File: config.mk
export PLATFORM = sky130hd
export DESIGN_NAME = parking_gate_sequencer_flat
export DESIGN_NICKNAME = d
export VERILOG_FILES = /design/src/rtl/parking_pkg.sv /design/src/rtl/parking_gate_sequencer_if.sv /design/src/rtl/parking_gate_sequencer_lane_arbiter.sv /design/src/rtl/parking_gate_sequencer.sv /design/src/flat_wrapper.sv
export SDC_FILE = /design/constraint.sdc
export NUM_CORES = 1
export LEC_CHECK = 0
export CELL_PAD_IN_SITES_DETAIL_PLACEMENT = 0
export CELL_PAD_IN_SITES_GLOBAL_PLACEMENT = 1
export CORE_MARGIN = 5
export CORE_UTILIZATION = 45
export CTS_CLUSTER_DIAMETER = 60
export DETAILED_ROUTE_END_ITERATION = 6
export DONT_BUFFER_PORTS = 1
export PLACE_DENSITY = 0.81
export SLEW_MARGIN = 20
export SYNTH_ARGS = -nofsm -noshare
export SYNTH_HDL_FRONTEND = slang
export SYNTH_SLANG_ARGS = --single-unit
File: constraint.sdc
create_clock -name clk -period 2.5 [get_ports clk]
set_input_delay 0.25 -clock clk [delete_from_list [all_inputs] [get_ports clk]]
set_output_delay 0.25 -clock clk [all_outputs]
set_load 0.1 [all_outputs]
File: src/rtl/parking_pkg.sv
// rtl/parking_pkg.sv - shared types and hour constants for the parking gate block
// Purpose : FSM state and lane encodings plus the default opening hours,
//           shared by the gate sequencer and the occupancy block.
// Ports   : none (package)
package parking_pkg;

  typedef enum logic [1:0] {
    IDLE,
    DECIDE,
    OPEN,
    CLEAR
  } state_t;

  typedef enum logic {
    LANE_ENTRY,
    LANE_EXIT
  } lane_t;

  localparam int DEFAULT_OPEN_HOUR  = 8;
  localparam int DEFAULT_CLOSE_HOUR = 24;

endpackage

File: src/rtl/parking_gate_sequencer_if.sv
// rtl/parking_gate_sequencer_if.sv - lane sensor / occupancy commit bundle
// Purpose : groups the lane sensors, admission flags, commit strobes and
//           gate drives between the sequencer and its surroundings.
// Ports   : slave  - sequencer view (sensors/flags in, strobes/gates out)
//           master - environment view (sensors/flags out, strobes/gates in)
interface parking_gate_sequencer_if;

  logic       entry_req;
  logic       entry_is_uni;
  logic       exit_req;
  logic       exit_is_uni;
  logic [5:0] hour;
  logic       uni_space_avail;
  logic       pub_space_avail;
  logic       car_entered;
  logic       is_uni_car_entered;
  logic       car_exited;
  logic       is_uni_car_exited;
  logic       entry_gate_open;
  logic       exit_gate_open;
  logic       entry_denied;
  logic       busy;
  logic       fault;

  modport slave (
    input  entry_req, entry_is_uni, exit_req, exit_is_uni, hour,
           uni_space_avail, pub_space_avail,
    output car_entered, is_uni_car_entered, car_exited, is_uni_car_exited,
           entry_gate_open, exit_gate_open, entry_denied, busy, fault
  );

  modport master (
    output entry_req, entry_is_uni, exit_req, exit_is_uni, hour,
           uni_space_avail, pub_space_avail,
    input  car_entered, is_uni_car_entered, car_exited, is_uni_car_exited,
           entry_gate_open, exit_gate_open, entry_denied, busy, fault
  );

endinterface

File: src/rtl/parking_gate_sequencer_lane_arbiter.sv
// rtl/parking_gate_sequencer_lane_arbiter.sv - lane arming and 2-way round robin
// Purpose : turns level sensors into one-shot requests and picks a lane.
// Ports   : clk, rst_n          - clock, synchronous active-low reset
//           entry_req, exit_req - lane sensors (level)
//           grant_en            - sequencer is idle and can take a car
//           grant_valid         - a lane is granted this cycle
//           grant_lane          - which lane is granted
module lane_arbiter
  import parking_pkg::*;
(
  input  logic  clk,
  input  logic  rst_n,
  input  logic  entry_req,
  input  logic  exit_req,
  input  logic  grant_en,
  output logic  grant_valid,
  output lane_t grant_lane
);

  logic  armed_entry_q, armed_entry_d;
  logic  armed_exit_q, armed_exit_d;
  lane_t last_served_q, last_served_d;
  logic  entry_pend, exit_pend;

  assign entry_pend = entry_req & armed_entry_q;
  assign exit_pend  = exit_req & armed_exit_q;

  always_comb begin
    grant_valid = grant_en & (entry_pend | exit_pend);
    grant_lane  = LANE_ENTRY;
    if (entry_pend && exit_pend) begin
      grant_lane = (last_served_q == LANE_ENTRY) ? LANE_EXIT : LANE_ENTRY;
    end else if (exit_pend) begin
      grant_lane = LANE_EXIT;
    end

    // A held sensor stays disarmed until it is released once.
    armed_entry_d = armed_entry_q;
    if (grant_valid && grant_lane == LANE_ENTRY) armed_entry_d = 1'b0;
    else if (!entry_req)                         armed_entry_d = 1'b1;

    armed_exit_d = armed_exit_q;
    if (grant_valid && grant_lane == LANE_EXIT) armed_exit_d = 1'b0;
    else if (!exit_req)                         armed_exit_d = 1'b1;

    last_served_d = grant_valid ? grant_lane : last_served_q;
  end

  always_ff @(posedge clk) begin
    if (!rst_n) begin
      armed_entry_q <= 1'b1;
      armed_exit_q  <= 1'b1;
      last_served_q <= LANE_EXIT;
    end else begin
      armed_entry_q <= armed_entry_d;
      armed_exit_q  <= armed_exit_d;
      last_served_q <= last_served_d;
    end
  end

endmodule

File: src/rtl/parking_gate_sequencer.sv
// rtl/parking_gate_sequencer.sv - admission, commit strobes and barrier sequencing
// Purpose : serves one car at a time from the arbitrated lanes, decides
//           admission, strobes the occupancy block and drives the gates.
// Ports   : clk, rst_n - clock, synchronous active-low reset
//           bus        - sensors, flags, commit strobes, gate drives, status
module parking_gate_sequencer
  import parking_pkg::*;
#(
  parameter int GATE_OPEN_CYCLES = 8,
  parameter int CLEAR_TIMEOUT    = 64,
  parameter int OPEN_HOUR        = DEFAULT_OPEN_HOUR,
  parameter int CLOSE_HOUR       = DEFAULT_CLOSE_HOUR
) (
  input logic                      clk,
  input logic                      rst_n,
  parking_gate_sequencer_if.slave  bus
);

  localparam int MAX_CNT = (GATE_OPEN_CYCLES > CLEAR_TIMEOUT) ? GATE_OPEN_CYCLES : CLEAR_TIMEOUT;
  localparam int CW      = $clog2(MAX_CNT + 1);
  localparam logic [CW-1:0] GATE_LOAD = CW'(GATE_OPEN_CYCLES);
  localparam logic [CW-1:0] CLEAR_LAST = CW'(CLEAR_TIMEOUT - 1);
  localparam logic [6:0] OPEN_H  = 7'(OPEN_HOUR);
  localparam logic [6:0] CLOSE_H = 7'(CLOSE_HOUR);

  state_t        state_q, state_d;
  lane_t         lane_q, lane_d;
  logic [CW-1:0] cnt_q, cnt_d;
  logic          car_entered_q, car_entered_d;
  logic          car_exited_q, car_exited_d;
  logic          uni_ent_q, uni_ent_d;
  logic          uni_ext_q, uni_ext_d;
  logic          entry_gate_q, entry_gate_d;
  logic          exit_gate_q, exit_gate_d;
  logic          entry_denied_q, entry_denied_d;
  logic          fault_q, fault_d;

  logic          grant_valid;
  lane_t         grant_lane;
  logic [6:0]    hour_x;
  logic          lane_req;
  logic          admit;

  lane_arbiter u_arb (
    .clk         (clk),
    .rst_n       (rst_n),
    .entry_req   (bus.entry_req),
    .exit_req    (bus.exit_req),
    .grant_en    (state_q == IDLE),
    .grant_valid (grant_valid),
    .grant_lane  (grant_lane)
  );

  assign hour_x   = {1'b0, bus.hour};
  assign lane_req = (lane_q == LANE_ENTRY) ? bus.entry_req : bus.exit_req;

  always_comb begin
    state_d        = state_q;
    lane_d         = lane_q;
    cnt_d          = cnt_q;
    car_entered_d  = 1'b0;
    car_exited_d   = 1'b0;
    entry_denied_d = 1'b0;
    uni_ent_d      = uni_ent_q;
    uni_ext_d      = uni_ext_q;
    entry_gate_d   = entry_gate_q;
    exit_gate_d    = exit_gate_q;
    fault_d        = fault_q;
    admit          = 1'b0;

    case (state_q)
      IDLE: begin
        if (grant_valid) begin
          lane_d  = grant_lane;
          state_d = DECIDE;
          // The class register doubles as the held is_uni output.
          if (grant_lane == LANE_ENTRY) uni_ent_d = bus.entry_is_uni;
          else                          uni_ext_d = bus.exit_is_uni;
        end
      end
      DECIDE: begin
        if (lane_q == LANE_ENTRY) begin
          admit = (hour_x >= OPEN_H) && (hour_x < CLOSE_H) &&
                  (uni_ent_q ? (bus.uni_space_avail | bus.pub_space_avail)
                             : bus.pub_space_avail);
          if (admit) begin
            car_entered_d = 1'b1;
            entry_gate_d  = 1'b1;
            cnt_d         = GATE_LOAD;
            state_d       = OPEN;
          end else begin
            entry_denied_d = 1'b1;
            state_d        = IDLE;
          end
        end else begin
          // Exits are never denied visibly; before opening hour they just drop.
          if (hour_x >= OPEN_H) begin
            car_exited_d = 1'b1;
            exit_gate_d  = 1'b1;
            cnt_d        = GATE_LOAD;
            state_d      = OPEN;
          end else begin
            state_d = IDLE;
          end
        end
      end
      OPEN: begin
        if (cnt_q <= CW'(1)) begin
          cnt_d   = '0;
          state_d = CLEAR;
        end else begin
          cnt_d = cnt_q - CW'(1);
        end
      end
      CLEAR: begin
        if (!lane_req) begin
          entry_gate_d = 1'b0;
          exit_gate_d  = 1'b0;
          state_d      = IDLE;
        end else if (cnt_q >= CLEAR_LAST) begin
          fault_d      = 1'b1;
          entry_gate_d = 1'b0;
          exit_gate_d  = 1'b0;
          state_d      = IDLE;
        end else if (cnt_q != '1) begin
          cnt_d = cnt_q + CW'(1);
        end
      end
      default: state_d = IDLE;
    endcase
  end

  always_ff @(posedge clk) begin
    if (!rst_n) begin
      state_q        <= IDLE;
      lane_q         <= LANE_ENTRY;
      cnt_q          <= '0;
      car_entered_q  <= 1'b0;
      car_exited_q   <= 1'b0;
      uni_ent_q      <= 1'b0;
      uni_ext_q      <= 1'b0;
      entry_gate_q   <= 1'b0;
      exit_gate_q    <= 1'b0;
      entry_denied_q <= 1'b0;
      fault_q        <= 1'b0;
    end else begin
      state_q        <= state_d;
      lane_q         <= lane_d;
      cnt_q          <= cnt_d;
      car_entered_q  <= car_entered_d;
      car_exited_q   <= car_exited_d;
      uni_ent_q      <= uni_ent_d;
      uni_ext_q      <= uni_ext_d;
      entry_gate_q   <= entry_gate_d;
      exit_gate_q    <= exit_gate_d;
      entry_denied_q <= entry_denied_d;
      fault_q        <= fault_d;
    end
  end

  assign bus.car_entered        = car_entered_q;
  assign bus.is_uni_car_entered = uni_ent_q;
  assign bus.car_exited         = car_exited_q;
  assign bus.is_uni_car_exited  = uni_ext_q;
  assign bus.entry_gate_open    = entry_gate_q;
  assign bus.exit_gate_open     = exit_gate_q;
  assign bus.entry_denied       = entry_denied_q;
  assign bus.fault              = fault_q;
  assign bus.busy               = (state_q != IDLE);

endmodule

File: src/flat_wrapper.sv
// flat-port wrapper written by rule: the top's interface ports become plain ports
module parking_gate_sequencer_flat import parking_pkg::*;
#(
  parameter int GATE_OPEN_CYCLES = 8,
  parameter int CLEAR_TIMEOUT    = 64,
  parameter int OPEN_HOUR        = DEFAULT_OPEN_HOUR,
  parameter int CLOSE_HOUR       = DEFAULT_CLOSE_HOUR
)
  (clk, rst_n, bus_entry_req, bus_entry_is_uni, bus_exit_req, bus_exit_is_uni, bus_hour, bus_uni_space_avail, bus_pub_space_avail, bus_car_entered, bus_is_uni_car_entered, bus_car_exited, bus_is_uni_car_exited, bus_entry_gate_open, bus_exit_gate_open, bus_entry_denied, bus_busy, bus_fault);
  parking_gate_sequencer_if bus_i ();
  input logic clk;
  input logic rst_n;
  input wire logic [$bits(bus_i.entry_req)-1:0] bus_entry_req;
  input wire logic [$bits(bus_i.entry_is_uni)-1:0] bus_entry_is_uni;
  input wire logic [$bits(bus_i.exit_req)-1:0] bus_exit_req;
  input wire logic [$bits(bus_i.exit_is_uni)-1:0] bus_exit_is_uni;
  input wire logic [$bits(bus_i.hour)-1:0] bus_hour;
  input wire logic [$bits(bus_i.uni_space_avail)-1:0] bus_uni_space_avail;
  input wire logic [$bits(bus_i.pub_space_avail)-1:0] bus_pub_space_avail;
  output wire logic [$bits(bus_i.car_entered)-1:0] bus_car_entered;
  output wire logic [$bits(bus_i.is_uni_car_entered)-1:0] bus_is_uni_car_entered;
  output wire logic [$bits(bus_i.car_exited)-1:0] bus_car_exited;
  output wire logic [$bits(bus_i.is_uni_car_exited)-1:0] bus_is_uni_car_exited;
  output wire logic [$bits(bus_i.entry_gate_open)-1:0] bus_entry_gate_open;
  output wire logic [$bits(bus_i.exit_gate_open)-1:0] bus_exit_gate_open;
  output wire logic [$bits(bus_i.entry_denied)-1:0] bus_entry_denied;
  output wire logic [$bits(bus_i.busy)-1:0] bus_busy;
  output wire logic [$bits(bus_i.fault)-1:0] bus_fault;
  assign bus_i.entry_req = bus_entry_req;
  assign bus_i.entry_is_uni = bus_entry_is_uni;
  assign bus_i.exit_req = bus_exit_req;
  assign bus_i.exit_is_uni = bus_exit_is_uni;
  assign bus_i.hour = bus_hour;
  assign bus_i.uni_space_avail = bus_uni_space_avail;
  assign bus_i.pub_space_avail = bus_pub_space_avail;
  assign bus_car_entered = bus_i.car_entered;
  assign bus_is_uni_car_entered = bus_i.is_uni_car_entered;
  assign bus_car_exited = bus_i.car_exited;
  assign bus_is_uni_car_exited = bus_i.is_uni_car_exited;
  assign bus_entry_gate_open = bus_i.entry_gate_open;
  assign bus_exit_gate_open = bus_i.exit_gate_open;
  assign bus_entry_denied = bus_i.entry_denied;
  assign bus_busy = bus_i.busy;
  assign bus_fault = bus_i.fault;
  parking_gate_sequencer #(.GATE_OPEN_CYCLES(GATE_OPEN_CYCLES), .CLEAR_TIMEOUT(CLEAR_TIMEOUT), .OPEN_HOUR(OPEN_HOUR), .CLOSE_HOUR(CLOSE_HOUR)) u_core (.clk(clk), .rst_n(rst_n), .bus(bus_i));
endmodule
Yosys cells after proc, flatten, opt, wreduce, memory -nomap -nowiden
Cells that the tools add are included.
- flip-flop bits (word level): 21
- output and inout bits: 9
- input port bits: 14
- $add $sub $neg: 2
- equal/unequal tests: 18
- reduce and logical (&&, ||, !) cells: 19
- bitwise operators: 8
- $lt $le $gt $ge: 4
- multiplexer cells: 36
- operators by type and width (cell ; count):
    7-bit two-way mux ; 7
    7-bit case mux with 3 select lines ; 1
    1-bit two-way mux ; 18
    2-bit by 1-bit != test with 1-bit output (second input constant) ; 9
    3-bit AND reduction ; 5
    2-bit two-way mux ; 7
    2-bit case mux with 4 select lines ; 1
    4-bit AND reduction ; 2
    7-bit by 1-bit adder with 7-bit output (second input constant) ; 1
    7-bit by 6-bit greater-or-equal comparator with 1-bit output (second input constant) ; 1
    7-bit by 1-bit less-or-equal comparator with 1-bit output (second input constant) ; 1
    7-bit != test (second input constant) ; 1
    7-bit by 1-bit subtractor with 7-bit output (second input constant) ; 1
    6-bit by 4-bit greater-or-equal comparator with 1-bit output (second input constant) ; 1
    6-bit by 5-bit < comparator with 1-bit output (second input constant) ; 1
    3-bit != test (second input constant) ; 2
    6-bit AND reduction ; 1
    1-bit logical AND ; 5
    2-bit == test (second input constant) ; 2
    2-bit != test (second input constant) ; 2
    1-bit case mux with 2 select lines ; 2
    2-bit nonzero test ; 2
    1-bit bitwise AND ; 3
    3-bit by 1-bit != test with 1-bit output (second input constant) ; 1
    7 further kinds ; 10

Logic depth before layout (Yosys ltp)
- word-level depth: 6
- mapped depth: 8

Hierarchy
A second synthesis with hierarchy kept.
- cell total of the unflattened synthesis: 151
- area total of the unflattened synthesis: 1257.5 sq um
- modules (own cells, without submodules) (module ; instances ; area an instance (sq um) ; cells each ; sequential area each (sq um)):
    parking_gate_sequencer ; 1 ; 1112.3 ; 135 ; 360.3
    lane_arbiter ; 1 ; 145.1 ; 16 ; 60.1

Worst setup path after synthesis
OpenSTA, ideal clock, no wires.
- path kind: register to register
- start: reg u_core.uni_ent_q, in the netlist u_core.bus.is_uni_car_entered
- end: reg u_core.cnt_q[0]
- setup time: 0.116 ns
- data arrival time: 2.088 ns
- path slack: 0.296 ns
- period minus slack after synthesis: 2.204 ns
- path buffers: 0
- stages on the path, launching flop included: 6
- data required time: 2.384 ns
- cell sequence: dfxtp_1 a21oi_1 or4_1 a32oi_4 mux2i_1 nor2b_1
- longest elaborated chain between the ends: 4
- ends and longest elaborated chain (element ; line ; RTL):
    from (decl) ; parking_gate_sequencer.sv:31 ; logic uni_ent_q, uni_ent_d;
    from (signal assigned) ; parking_gate_sequencer.sv:152 ; uni_ent_q <= uni_ent_d;
    1-bit two-way mux ; parking_gate_sequencer.sv:84 ; (uni_ent_q ? (bus.uni_space_avail | bus.pub_space_avail)
    1-bit logical AND ; parking_gate_sequencer.sv:83 ; admit = (hour_x >= OPEN_H) && (hour_x < CLOSE_H) &&
    3-bit by 1-bit != test with 1-bit output (no line) ; n/a ;
    6-bit AND reduction (no line) ; n/a ;
    to (signal assigned) ; parking_gate_sequencer.sv:149 ; cnt_q <= cnt_d;
    to (decl) ; parking_gate_sequencer.sv:28 ; logic [CW-1:0] cnt_q, cnt_d;
No other way between the ends.
A chain may end at the register's enable or synchronous reset.

Final worst setup path
- start: reg u_core.cnt_q[0]
- end: reg u_core.cnt_q[0]
- longest elaborated chain between the ends: 5
- elaborated cells on any way between the ends: 13
- ends and longest elaborated chain (element ; line ; RTL):
    7-bit by 1-bit adder with 7-bit output ; parking_gate_sequencer.sv:126 ; cnt_d = cnt_q + CW'(1);
    7-bit two-way mux ; parking_gate_sequencer.sv:125 ; end else if (cnt_q != '1) begin
    7-bit two-way mux ; parking_gate_sequencer.sv:120 ; end else if (cnt_q >= CLEAR_LAST) begin
    7-bit two-way mux ; parking_gate_sequencer.sv:116 ; if (!lane_req) begin
    7-bit case mux with 3 select lines ; parking_gate_sequencer.sv:71 ; case (state_q)
Several ways; a longest one is shown, not always the timed one. The select of a mux whose other input is x is not followed.

==> qor.yml <==
drt:
  vias: 1035
  firstDrtPassIters: 4
  via_per_inst: 5.81
  drc: 0
  detail-route-antenna-nets: 0
  drtIter0Drc: 41
  drt-wirelength-per-cell_um: 14.2
  finalWirelength_mm: 2.53
setup_path:
  ff2ff_path_depth: 6
  crit_slowest_cell: "dfxtp_1"
  cp_num_buf_inv: 0
  cp_cell_sequence: "ha_1, a21o_1, a311o_1, a32oi_4, mux2i_1, nor2b_1"
  slowest_delay_ps: 420
  cp-start-kind: "flop"
  worstSetupEndpoint: "u_core.cnt_q[0]"
  arrival_ps: 2270
  path_class: "flop to flop"
  cp_top_family: "compound AO/OA/AOI/OAI gates"
  r2r_slack_ps: 440
  rr_startpoint: "u_core.cnt_q[0]"
  crit_required_ps: 2720
  end_kind: "flop"
  critPathLaunch: "u_core.cnt_q[0]"
  path_depth: 6
  reg2reg_to: "u_core.cnt_q[0]"
  cp_max_fo: 10
job:
  maxCapViolCount: 0
cells_and_area:
  final_area_mm2: 0.00130
  diodes: 0
  layout.cells.non_filler: 178
  post-route-util_pct: 51.6
  nets: 166
  regMostFlops: "u_core.cnt_q"
  largest_register_ffs: 7
  mostFrequentLayoutCell: "dfxtp_1"
  drive_above_1_share_pct: 10.1
  syn_to_final_growth_pct: 7.11
  layout_common_cells: "dfxtp_1 (21), nand2_1 (14), nor2_1 (9)"
yosys:
  async_reset_ff_share_pct: 0
  synth_fp_nets: 163
  yosysSeqAreaShare_pct: 34.6
  ys_types: 47
  synth_top_area_share_pct: 34.6
  syn_inst: 146
  synthFlopType: "dfxtp_1"
  ys_seq_elements: 21
  syn_area_mm2: 0.00121
  synth-edff-count: 0
  yosysWarnings: 0
  synth.area.top_cells: "dfxtp_1 (35%), nand2_1 (4.3%), xnor2_1 (3.6%)"
  syn_area_per_cell_um2: 8.32
  yosysTopAreaCell: "dfxtp_1"
status:
  status: "completed"
placed_design:
  place_area_mm2: 0.00125
  placed_cells: 172
  io_buffers: 0
  dp_hpwl_mm: 1.79
  pre_cts_slack_ps: 452
  gp_congestion: 0.856
clock_network:
  insertion_delay_ps: 310
  cts_root_buf: "clkbuf_4"
  cts_max_path_buffers: 2
  clock_sinks: 21
  path_clk_slew_ps: 120
  cts_tree: "done"
  htreeDepth: 1
  cts_resized: 0
  cts_buffers: 3
global_route:
  grt_pass1_vias: 922
  antenna_found_initial: 0
  overflow: 0
  grt_max_degree: 22
  grt.total_usage_pct: 14.7
  grt_pass1_wl_mm: 4.22
die:
  core_area_mm2: 0.00252
  dieArea_mm2: 0.00384
  die_h_um: 62.0
  pin_count: 23
  dieWidth_um: 62.0
  start_util_pct: 48.2
  core.rowCount: 18
timing:
  hold_slack_ps: 19.5
  totalNegativeSetupSlack_ps: 0
  grt_setup_unrepaired: "no"
  fin_crit_sh_pct: 82.2
  final_hold_viol_count: 0
  worstMarginPinSlew_ps: 932
  fin_ws_ps: 445
  fmax_mhz: 487
  final_max_slew_viol_count: 0
  finalCriticalPeriod_ps: 2060
  finClkSkew_ps: 5.36
  maxSlewHeadroom_pct: 37.8
  setup_violations: 0
min_path:
  hold_path_class: "input pin to flop"
pwr:
  leakage_nw: 0.482
  p_per_area_mw_per_mm2: 600
  max-vdd-ir-drop_mv: 0.515
  p_total_uw: 781
==> routing by layer <==
metal	GRT usage, %	vias to the layer above	share of wire, %
li1	-	527	-
met1	20.2	484	49
met2	22.2	22	45
met3	4.96	2	5.0
met4	3.64	0	0.67
met5	0	-	0
==> report_power, final <==
| part | switching (mW) | internal, mW | leakage, nW | total [mW] |
|---|---|---|---|---|
| clock | 0.107 | 0.0597 | 0.0177 | 0.167 |
| sequential | 0.0372 | 0.355 | 0.171 | 0.393 |
| combinational | 0.147 | 0.0741 | 0.293 | 0.221 |
| total | 0.291 | 0.489 | 0.482 | 0.781 |
==> cells by family after synthesis <==
family | share of synthesized area (%)
muxes | 4.22
xor gates and xnor gates | 5.05
DFF | 34.6
adders and majority gates | 3.09
and+or+nand+nor | 25.7
buffers and inverters | 5.77
AOI/OAI and AO/OA | 21.5
==> cell type report <==
class                      instances  area (um^2)
multi-input combinational        109          724
clock buffer                       3         22.5
inverter                           5         18.8
timing repair buffer               9         72.6
fill                             234         1220
sequential                        21          420
tap                               30         37.5
clock inverter                     1         5.00
==> cells in the mapped netlist (all sizes together), types with 2 or more instances <==
cell type,number
inv,5
mux2i,4
a22oi,2
o21ai,3
a31oi,5
nor2b,6
dfxtp,21
or3,2
o22ai,3
nor2,9
clkbuf,7
a21boi,3
buf,4
a32oi,2
xor2,2
nand2,14
and2,4
nor3,6
xnor2,5
ha,3
a221oi,2
nand3,7
nor3b,2
a21oi,6
==> timing repair <==
action / 4_1_cts / 5_1_grt
hold endpoints to repair: 2 / 0
endpoints found under the setup margin: 0 / 0
setup buffers: 0 / 0
hold buffers: 2 / 0
==> worst min path at each step <==
stage	start	endpoint	slack, ps	cells after the start
global placement	bus_exit_req	u_core.u_arb.armed_exit_q	320	1
detailed placement	bus_entry_req	u_core.u_arb.armed_entry_q	330	1
global route	rst_n	u_core.u_arb.armed_entry_q	4	1
floorplan	bus_entry_req	u_core.u_arb.armed_entry_q	320	1
finish	rst_n	u_core.u_arb.armed_entry_q	20	1
CTS	rst_n	u_core.u_arb.armed_entry_q	7	1
No activity file was read; power rests on OpenSTA's default activity.
